## src/rtl/multicycle_issue_ctrl_pkg.sv

```systemverilog
// Shared types and helpers for the multi-cycle issue/stall controller.
package multicycle_issue_ctrl_pkg;

  localparam int unsigned DEF_DATA_W = 32;
  localparam int unsigned DEF_CTRL_W = 5;

  typedef enum logic [1:0] {
    IDLE  = 2'd0,
    ISSUE = 2'd1,
    WAIT  = 2'd2,
    WB    = 2'd3
  } mcState_t;

  // LSB of unit idx's result inside the packed result bus.
  function automatic int unsigned sliceLsb(input int unsigned idx, input int unsigned width);
    return idx * width;
  endfunction

endpackage

```

## src/rtl/mc_timeout_counter.sv

```systemverilog
// Wait-cycle counter for the issue controller; flags the cycle whose increment reaches TIMEOUT-1.
module mc_timeout_counter #(
  parameter int unsigned TIMEOUT = 64
) (
  input  logic iCLK,
  input  logic iRST_N,
  input  logic iClr,
  input  logic iEn,
  output logic oTerm
);

  localparam int unsigned CNT_W = $clog2(TIMEOUT + 1);

  logic [CNT_W-1:0] count;

  always_ff @(posedge iCLK or negedge iRST_N) begin
    if (!iRST_N) begin
      count <= '0;
    end else if (iClr) begin
      count <= '0;
    end else if (iEn) begin
      count <= count + 1'b1;
    end
  end

  // Terminal is raised one cycle early so the FSM leaves WAIT as the count lands on TIMEOUT-1.
  assign oTerm = iEn && (count == CNT_W'(TIMEOUT - 2));

endmodule

```

## src/rtl/multicycle_issue_ctrl.sv

```systemverilog
// Issue/stall controller for multi-cycle execution units: launches one op, waits for done, writes back once.
module multicycle_issue_ctrl
  import multicycle_issue_ctrl_pkg::*;
#(
  parameter int unsigned DATA_W    = DEF_DATA_W,
  parameter int unsigned NUM_UNITS = 2,
  parameter int unsigned CTRL_W    = DEF_CTRL_W,
  parameter int unsigned TIMEOUT   = 64,
  parameter int unsigned SEL_W     = (NUM_UNITS > 1) ? $clog2(NUM_UNITS) : 1
) (
  input  logic                        iCLK,
  input  logic                        iRST_N,
  input  logic                        iValid,
  input  logic [SEL_W-1:0]            iUnitSel,
  input  logic [DATA_W-1:0]           iOpA,
  input  logic [DATA_W-1:0]           iOpB,
  input  logic [CTRL_W-1:0]           iCtrl,
  input  logic [4:0]                  iRd,
  input  logic                        iDestFP,
  output logic [NUM_UNITS-1:0]        oStart,
  output logic [DATA_W-1:0]           oOpA,
  output logic [DATA_W-1:0]           oOpB,
  output logic [CTRL_W-1:0]           oCtrl,
  input  logic [NUM_UNITS-1:0]        iDone,
  input  logic [NUM_UNITS*DATA_W-1:0] iResult,
  output logic                        oStall,
  output logic                        oBusy,
  output logic                        oWbEn,
  output logic                        oWbFP,
  output logic [4:0]                  oWbRd,
  output logic [DATA_W-1:0]           oWbData,
  output logic                        oTimeout,
  output logic                        oIllegal
);

  mcState_t            state;
  mcState_t            stateNext;
  logic [DATA_W-1:0]   opA;
  logic [DATA_W-1:0]   opB;
  logic [CTRL_W-1:0]   ctrlReg;
  logic [4:0]          rdReg;
  logic                fpReg;
  logic [SEL_W-1:0]    selReg;
  logic [DATA_W-1:0]   wbData;
  logic                errTimeout;
  logic                errIllegal;

  logic                selLegal;
  logic                doneSel;
  logic [DATA_W-1:0]   resSel;
  logic                term;
  logic                inWb;
  logic                wbWrite;
  logic                wbShow;

  generate
    if (NUM_UNITS >= (1 << SEL_W)) begin : gAllLegal
      assign selLegal = 1'b1;
    end else begin : gRangeCheck
      assign selLegal = (iUnitSel < SEL_W'(NUM_UNITS));
    end
  endgenerate

  mc_timeout_counter #(
    .TIMEOUT(TIMEOUT)
  ) uTimeout (
    .iCLK  (iCLK),
    .iRST_N(iRST_N),
    .iClr  (state == ISSUE),
    .iEn   (state == WAIT),
    .oTerm (term)
  );

  // Selected unit's done/result; other units' strobes never reach the FSM.
  always_comb begin
    doneSel = 1'b0;
    resSel  = '0;
    for (int unsigned k = 0; k < NUM_UNITS; k++) begin
      if (selReg == SEL_W'(k)) begin
        doneSel = iDone[k];
        resSel  = iResult[sliceLsb(k, DATA_W) +: DATA_W];
      end
    end
  end

  always_comb begin
    stateNext = state;
    unique case (state)
      IDLE:    if (iValid) stateNext = selLegal ? ISSUE : WB;
      ISSUE:   stateNext = WAIT;
      WAIT:    if (doneSel || term) stateNext = WB;
      WB:      stateNext = IDLE;
      default: stateNext = IDLE;
    endcase
  end

  always_ff @(posedge iCLK or negedge iRST_N) begin
    if (!iRST_N) begin
      state      <= IDLE;
      opA        <= '0;
      opB        <= '0;
      ctrlReg    <= '0;
      rdReg      <= '0;
      fpReg      <= 1'b0;
      selReg     <= '0;
      wbData     <= '0;
      errTimeout <= 1'b0;
      errIllegal <= 1'b0;
    end else begin
      state <= stateNext;
      unique case (state)
        IDLE: begin
          if (iValid) begin
            opA        <= iOpA;
            opB        <= iOpB;
            ctrlReg    <= iCtrl;
            rdReg      <= iRd;
            fpReg      <= iDestFP;
            selReg     <= iUnitSel;
            wbData     <= '0;
            errTimeout <= 1'b0;
            errIllegal <= !selLegal;
          end
        end
        WAIT: begin
          // Done outranks a coincident timeout.
          if (doneSel) begin
            wbData <= resSel;
          end else if (term) begin
            wbData     <= '0;
            errTimeout <= 1'b1;
          end
        end
        default: ;
      endcase
    end
  end

  always_comb begin
    oStart = '0;
    if (state == ISSUE) begin
      for (int unsigned k = 0; k < NUM_UNITS; k++) begin
        oStart[k] = (selReg == SEL_W'(k));
      end
    end
  end

  // Stall is gated by reset so every output reads 0 while iRST_N is low.
  assign oStall = (state == IDLE) ? (iRST_N & iValid) : (state != WB);
  assign oBusy  = (state != IDLE);

  assign inWb    = (state == WB);
  assign wbWrite = inWb && (fpReg || (rdReg != 5'd0));
  assign wbShow  = wbWrite || (inWb && (errTimeout || errIllegal));

  assign oWbEn    = wbWrite;
  assign oWbFP    = wbShow && fpReg;
  assign oWbRd    = wbShow ? rdReg : '0;
  assign oWbData  = wbShow ? wbData : '0;
  assign oTimeout = inWb && errTimeout;
  assign oIllegal = inWb && errIllegal;

  assign oOpA  = opA;
  assign oOpB  = opB;
  assign oCtrl = ctrlReg;

endmodule
```

## config.mk

```make
export PLATFORM = sky130hd
export DESIGN_NAME = multicycle_issue_ctrl
export DESIGN_NICKNAME = d
export VERILOG_FILES = /design/src/rtl/multicycle_issue_ctrl_pkg.sv /design/src/rtl/mc_timeout_counter.sv /design/src/rtl/multicycle_issue_ctrl.sv
export SDC_FILE = /design/constraint.sdc
export NUM_CORES = 1
export LEC_CHECK = 0
export CAP_MARGIN = 0
export CELL_PAD_IN_SITES_DETAIL_PLACEMENT = 1
export CELL_PAD_IN_SITES_GLOBAL_PLACEMENT = 2
export CORE_UTILIZATION = 25
export DETAILED_ROUTE_END_ITERATION = 8
export PLACE_DENSITY = 0.81
export SYNTH_ARGS = -nofsm -noshare
export SYNTH_HDL_FRONTEND = slang
export SYNTH_SLANG_ARGS = --single-unit
```

## constraint.sdc

```tcl
create_clock -name iCLK -period 2.45 [get_ports iCLK]
set_input_delay 0.49 -clock iCLK [delete_from_list [all_inputs] [get_ports iCLK]]
set_output_delay 0.49 -clock iCLK [all_outputs]
set_load 0.1 [all_outputs]
```

==> impl_metrics.ini, run 1 <==
[run_status]
outcome = complete, no violations

[synth]
synth.net_count = 610
synthTopCellsByCount = 118 x dfrtp_1, 79 x mux2_2, 41 x and2_1
ys_warn_count = 0
synth_area_per_cell_um2 = 12.1
netlist.area_leader.share_pct = 53.1
synth_area_leaders = dfrtp_1 53%, mux2_2 16%, mux2i_1 6.3%
ys_types = 32
synthFlopType = dfrtp_1
ys_seq_elements = 118
syn_area_um2 = 5560
yosysMostFrequentCell = dfrtp_1
synth_edf_count = 0
ys_seq_area_share_pct = 53.1
synth_top_area_cell = dfrtp_1
synthArstFlopShare_pct = 100
postSynthCellCount = 458

[global_routing]
grt_pass1_wl_um = 27600
antenna_found_initial = 0
first_global_vias = 5147
grt_overflow = 0
grt_usage_pct = 15.8
grt_max_degree = 119

[setup_path]
cpMostUsedCell = buf_12
cp_slowest_cell = dfrtp_1
cp_cell_sequence = nor4_1 -> nand2_1 -> o21a_1 -> buf_12 -> and2_1 -> buf_12
cp.required_ns = 1.96
startpoint_type = flip-flop
cp.arrival_ns = 1.94
crit_path_end_kind = output port
regToRegSetupSlack_ns = 0.39
worst-path-buf-inv = 2
path_delay_family = simple AND/OR/NAND/NOR gates
crit_fanout = 32
cp_slowest_stage_delay_ns = 0.40
critical_path_class = flip-flop to output port

[timing]
slew_headroom_pct = 57.2
fin_skew_ns = 0.00836
final-max-slew-violation-count = 0
worstMarginPinSlew_ns = 0.641
period_minus_slack_ns = 2.43
setup-violations-final = 0
tns_ns = 0
max_freq_mhz = 411
rsz0062_at_grt = yes
hold_viol = 0
period_share_pct = 99.3

[drt]
wirelength_um = 17800
via_per_inst = 4.60
drtPass1Iterations = 4
ant_nets = 0
avgRoutedWirePerCell_um = 17.7
drc_errors = 0
drt_iter0_markers = 97
vias = 4621

[flow_run]
drv_cap = 0

[finish]
insertedDiodeCount = 0
drive_gt1_share_pct = 34.1
seq_area_um2 = 2950
fillers = 2305
layout.nets = 864
area.growth.synth_to_final_pct = 68.6
multi_input_area_um2 = 2450

[place]
portBuffers = 257
dp_hpwl_um = 13500
place_congestion = 0.711

[floorplanning]
die_h_um = 151
dieArea_um2 = 22900
die_w_um = 151
core_um2 = 21800
ioPinCount = 259
rows = 54
floorplan.initialDensity_pct = 25.5

[clock_network]
cts_root_buffer = clkbuf_16
cts_tree = built
clk_pin_slew_ns = 0.06
clk_path_buf_depth = 2
cts.sinks = 118
clk_latency_ns = 0.42
cts_hold_buf = 0
htree_num_levels = 4
cts_buffers = 17

[min_path]
hold_class = input port to async pin
-- timing repair --
item | 4_1_cts | 5_1_grt
endpoints found under the setup margin | 32 | 32
pin swaps | 0 | 4
resized for setup | 4 | 2
cloned | 0 | 0
setup buffers | 0 | 1
-- final timing paths --
| kind | depth (start not counted) | start | to |
|---|---|---|---|
| worst max register to register | 7 | state[0] | wbData[11] |
| worst min-delay path | 2 | iRST_N | uTimeout.count[3] |
| min in group iCLK | 1 | oOpA[10] | oOpA[10] |
| max in group asynchronous | 2 | iRST_N | oOpA[13] |
| worst max-delay path | 6 | fpReg | oWbData[26] |
| worst min register to register | 1 | oOpA[10] | oOpA[10] |
-- cell type report --
cell class	count	share of cell area [%]
repair buffers	270	32.0
flip-flops and latches	118	31.5
multi-input cells	298	26.2
clock buffers	19	4.83
well taps	280	3.74
clock inverters	13	1.53
inverters	7	0.280
-- metrics by stage --
step / hold slack [ns] / util (%) / setup slack [ns] / cell area, um^2 / cells
global placement: 0.491 / 40.1 / 0.402 / 8750 / 972
floorplan: 0.194 / - / -0.123 / 5570 / 458
global route: 0.231 / 43.0 / -0.0624 / 9380 / 1005
detailed placement: 0.495 / 40.1 / 0.349 / 8750 / 972
CTS: 0.234 / 42.9 / -0.000318 / 9370 / 1004
finish: 0.199 / 43.0 / 0.0181 / 9380 / 1005
-- registers in the layout, indices dropped and copies added, names as in the netlist --
name and flops:
state 2, errTimeout 1, oOpB 32, fpReg 1, oCtrl 5, oOpA 32, wbData 32, rdReg 5
selReg 1, uTimeout.count 7
-- placed cells by master (no fill, tap or decap), types with 2 or more instances in the layout --
cell	netlist	layout
clkdlybuf4s50_1	0	143
dfrtp_1	118	117
mux2_2	79	79
buf_4	1	78
buf_12	0	49
nand2_1	39	38
and2_1	41	38
o22ai_1	35	35
mux2i_1	35	34
a22o_1	32	32
clkbuf_16	0	17
inv_1	7	7
ha_1	7	7
nor2_1	7	6
a21oi_1	4	4
inv_6	0	4
clkinvlp_4	0	4
and2_4	0	3
nand3_1	2	2
mux2i_4	0	2
clkinv_2	0	2
bufinv_16	0	2
clkbuf_8	0	2
-- metal layers --
layer	wire length, um	up-vias	GRT usage (%)
met5	0	-	0
met4	188	0	4.75
met3	885	19	3.80
met2	10300	124	30.3
met1	6460	2336	16.7
li1	-	2142	-
-- logic make-up (layout without fill, tap and decap cells) --
| kind of cell | after synthesis | count (layout) | synth area share, % |
|---|---|---|---|
| other | 1 | 1 | 0.0674 |
| adders and majority gates | 7 | 7 | 1.57 |
| muxes | 115 | 115 | 22.5 |
| buffers and inverters | 42 | 309 | 3.58 |
| DFF | 118 | 118 | 53.1 |
| AOI/OAI and AO/OA | 77 | 77 | 10.1 |
| and+or+nand+nor | 96 | 96 | 8.75 |
| xor gates and xnor gates | 2 | 2 | 0.315 |
Power of run 1 is left out: the tool's default activity adds up to more than one toggle a clock period on the data nets, which glitch-free logic cannot reach.
==> inputs of run 2 (changes only) <==
- CORE_UTILIZATION: 25 -> 27
- PLACE_DENSITY: 0.81 -> 0.87
- clock period: 2.45 -> 2.8 ns (I/O delays scaled with it)
==> run 2 against run 1 <==
First-iteration DRC count up 29%. Global-route usage up 1.9 points. Non-clock buffer count is 2 higher. Count of clock-buffer cells in the layout increased by 2. Die area is 7.3% lower. Critical endpoint is now oWbData[27]. Largest cell class is now registers. Highest routed layer unchanged.
==> impl_metrics.ini, run 2 (synthesized netlist as in run 1, its figures left out) <==
[setup_path]
regToRegSetupSlack_ns = 0.72
startpoint_type = flip-flop
cp.required_ns = 2.24
cp_cell_sequence = nor4_1 -> nand2_1 -> o21a_1 -> buf_4 -> and2_1 -> buf_12
critical_path_class = flip-flop to output port
cp_slowest_stage_delay_ns = 0.39
cp_slowest_cell = dfrtp_1
crit_fanout = 17
cp.arrival_ns = 2.05
crit_path_end_kind = output port

[drt]
avgRoutedWirePerCell_um = 18.0
via_per_inst = 4.67
vias = 4664
drt_iter0_markers = 125
ant_nets = 0
drtPass1Iterations = 4
drc_errors = 0
wirelength_um = 17900

[global_routing]
grt_pass1_wl_um = 29100
antenna_found_initial = 1
grt_usage_pct = 17.6
grt_max_degree = 119
first_global_vias = 5256
grt_overflow = 0

[clock_network]
htree_num_levels = 4
cts_resized = 0
cts_root_buffer = clkbuf_16
cts_hold_buf = 0
clk_pin_slew_ns = 0.06
cts_tree = built
post_cts_buffers = 0
clk_path_buf_depth = 2
clk_latency_ns = 0.41
cts.sinks = 118
cts_buffers = 17

[min_path]
hold_class = input port to async pin

[floorplanning]
die_h_um = 146
floorplan.initialDensity_pct = 27.5
core_um2 = 20200
ioPinCount = 259
dieArea_um2 = 21200
rows = 52
die_w_um = 146

[timing]
setup-violations-final = 0
fin_skew_ns = 0.00750
period_minus_slack_ns = 2.61
max_freq_mhz = 383
worstMarginPinSlew_ns = 0.710
rsz0062_at_grt = no
final-max-slew-violation-count = 0
hold_viol = 0
slew_headroom_pct = 52.6
period_share_pct = 93.2
tns_ns = 0

[finish]
final_cell_mix = 143 x clkdlybuf4s50_1, 117 x dfrtp_1, 93 x buf_4
drive_gt1_share_pct = 33.6
final_util_pct = 45.7
final_common_cell = clkdlybuf4s50_1
area.growth.synth_to_final_pct = 66.4
layout.nets = 866
fillers = 2094

[run_status]
outcome = complete, no violations

[place]
place_congestion = 0.749
portBuffers = 257
dp_hpwl_um = 13400

[flow_run]
drv_cap = 0
## run 2: final timing paths
path | start | to | cells after the start
setup reg to reg | state[0] | wbData[29] | 7
setup / recovery | rdReg[2] | oWbData[27] | 6
hold reg to reg | oOpB[26] | oOpB[26] | 1
hold / removal | iRST_N | oOpB[29] | 2
min in group iCLK | oOpB[26] | oOpB[26] | 1
max in group asynchronous | iRST_N | selReg | 2
## run 2: critical path, delay by kind of cell, from the launching register on
family,cells,cell delay (ns)
compound gates,1,0.22
simple gates,3,0.67
buf+inv,2,0.36
flops,1,0.39
## run 2: per-stage QoR
stage / instances / hold WS [ns] / cell area, um^2 / worst slack [ns]
4_1_cts: 997 / 0.293 / 9250 / 0.104
3_3_place_gp: 965 / 0.491 / 8610 / 0.478
5_1_grt: 998 / 0.317 / 9260 / 0.0463
2_1_floorplan: 458 / 0.264 / 5560 / 0.00747
3_5_place_dp: 965 / 0.497 / 8610 / 0.425
6_report: 998 / 0.216 / 9260 / 0.190
## run 2: routing by layer
layer | vias to the layer above | wire length, um | global-route usage (%)
li1 | 2142 | - | -
met1 | 2358 | 7100 | 20.2
met2 | 142 | 9680 | 31.5
met3 | 22 | 859 | 5.17
met4 | 0 | 303 | 5.58
met5 | - | 0 | 0
## run 2: final cells by class
class	count	area (um^2)	area share (%)
inverter	7	26.3	0.284
multi-input combinational	298	2440	26.4
timing repair buffer	272	2850	30.8
tap	270	338	3.65
clock buffer	21	470	5.08
sequential	118	2950	31.9
clock inverter	11	171	1.85
antenna	1	2.50	0.0270
Power of run 2 is left out for the same reason.
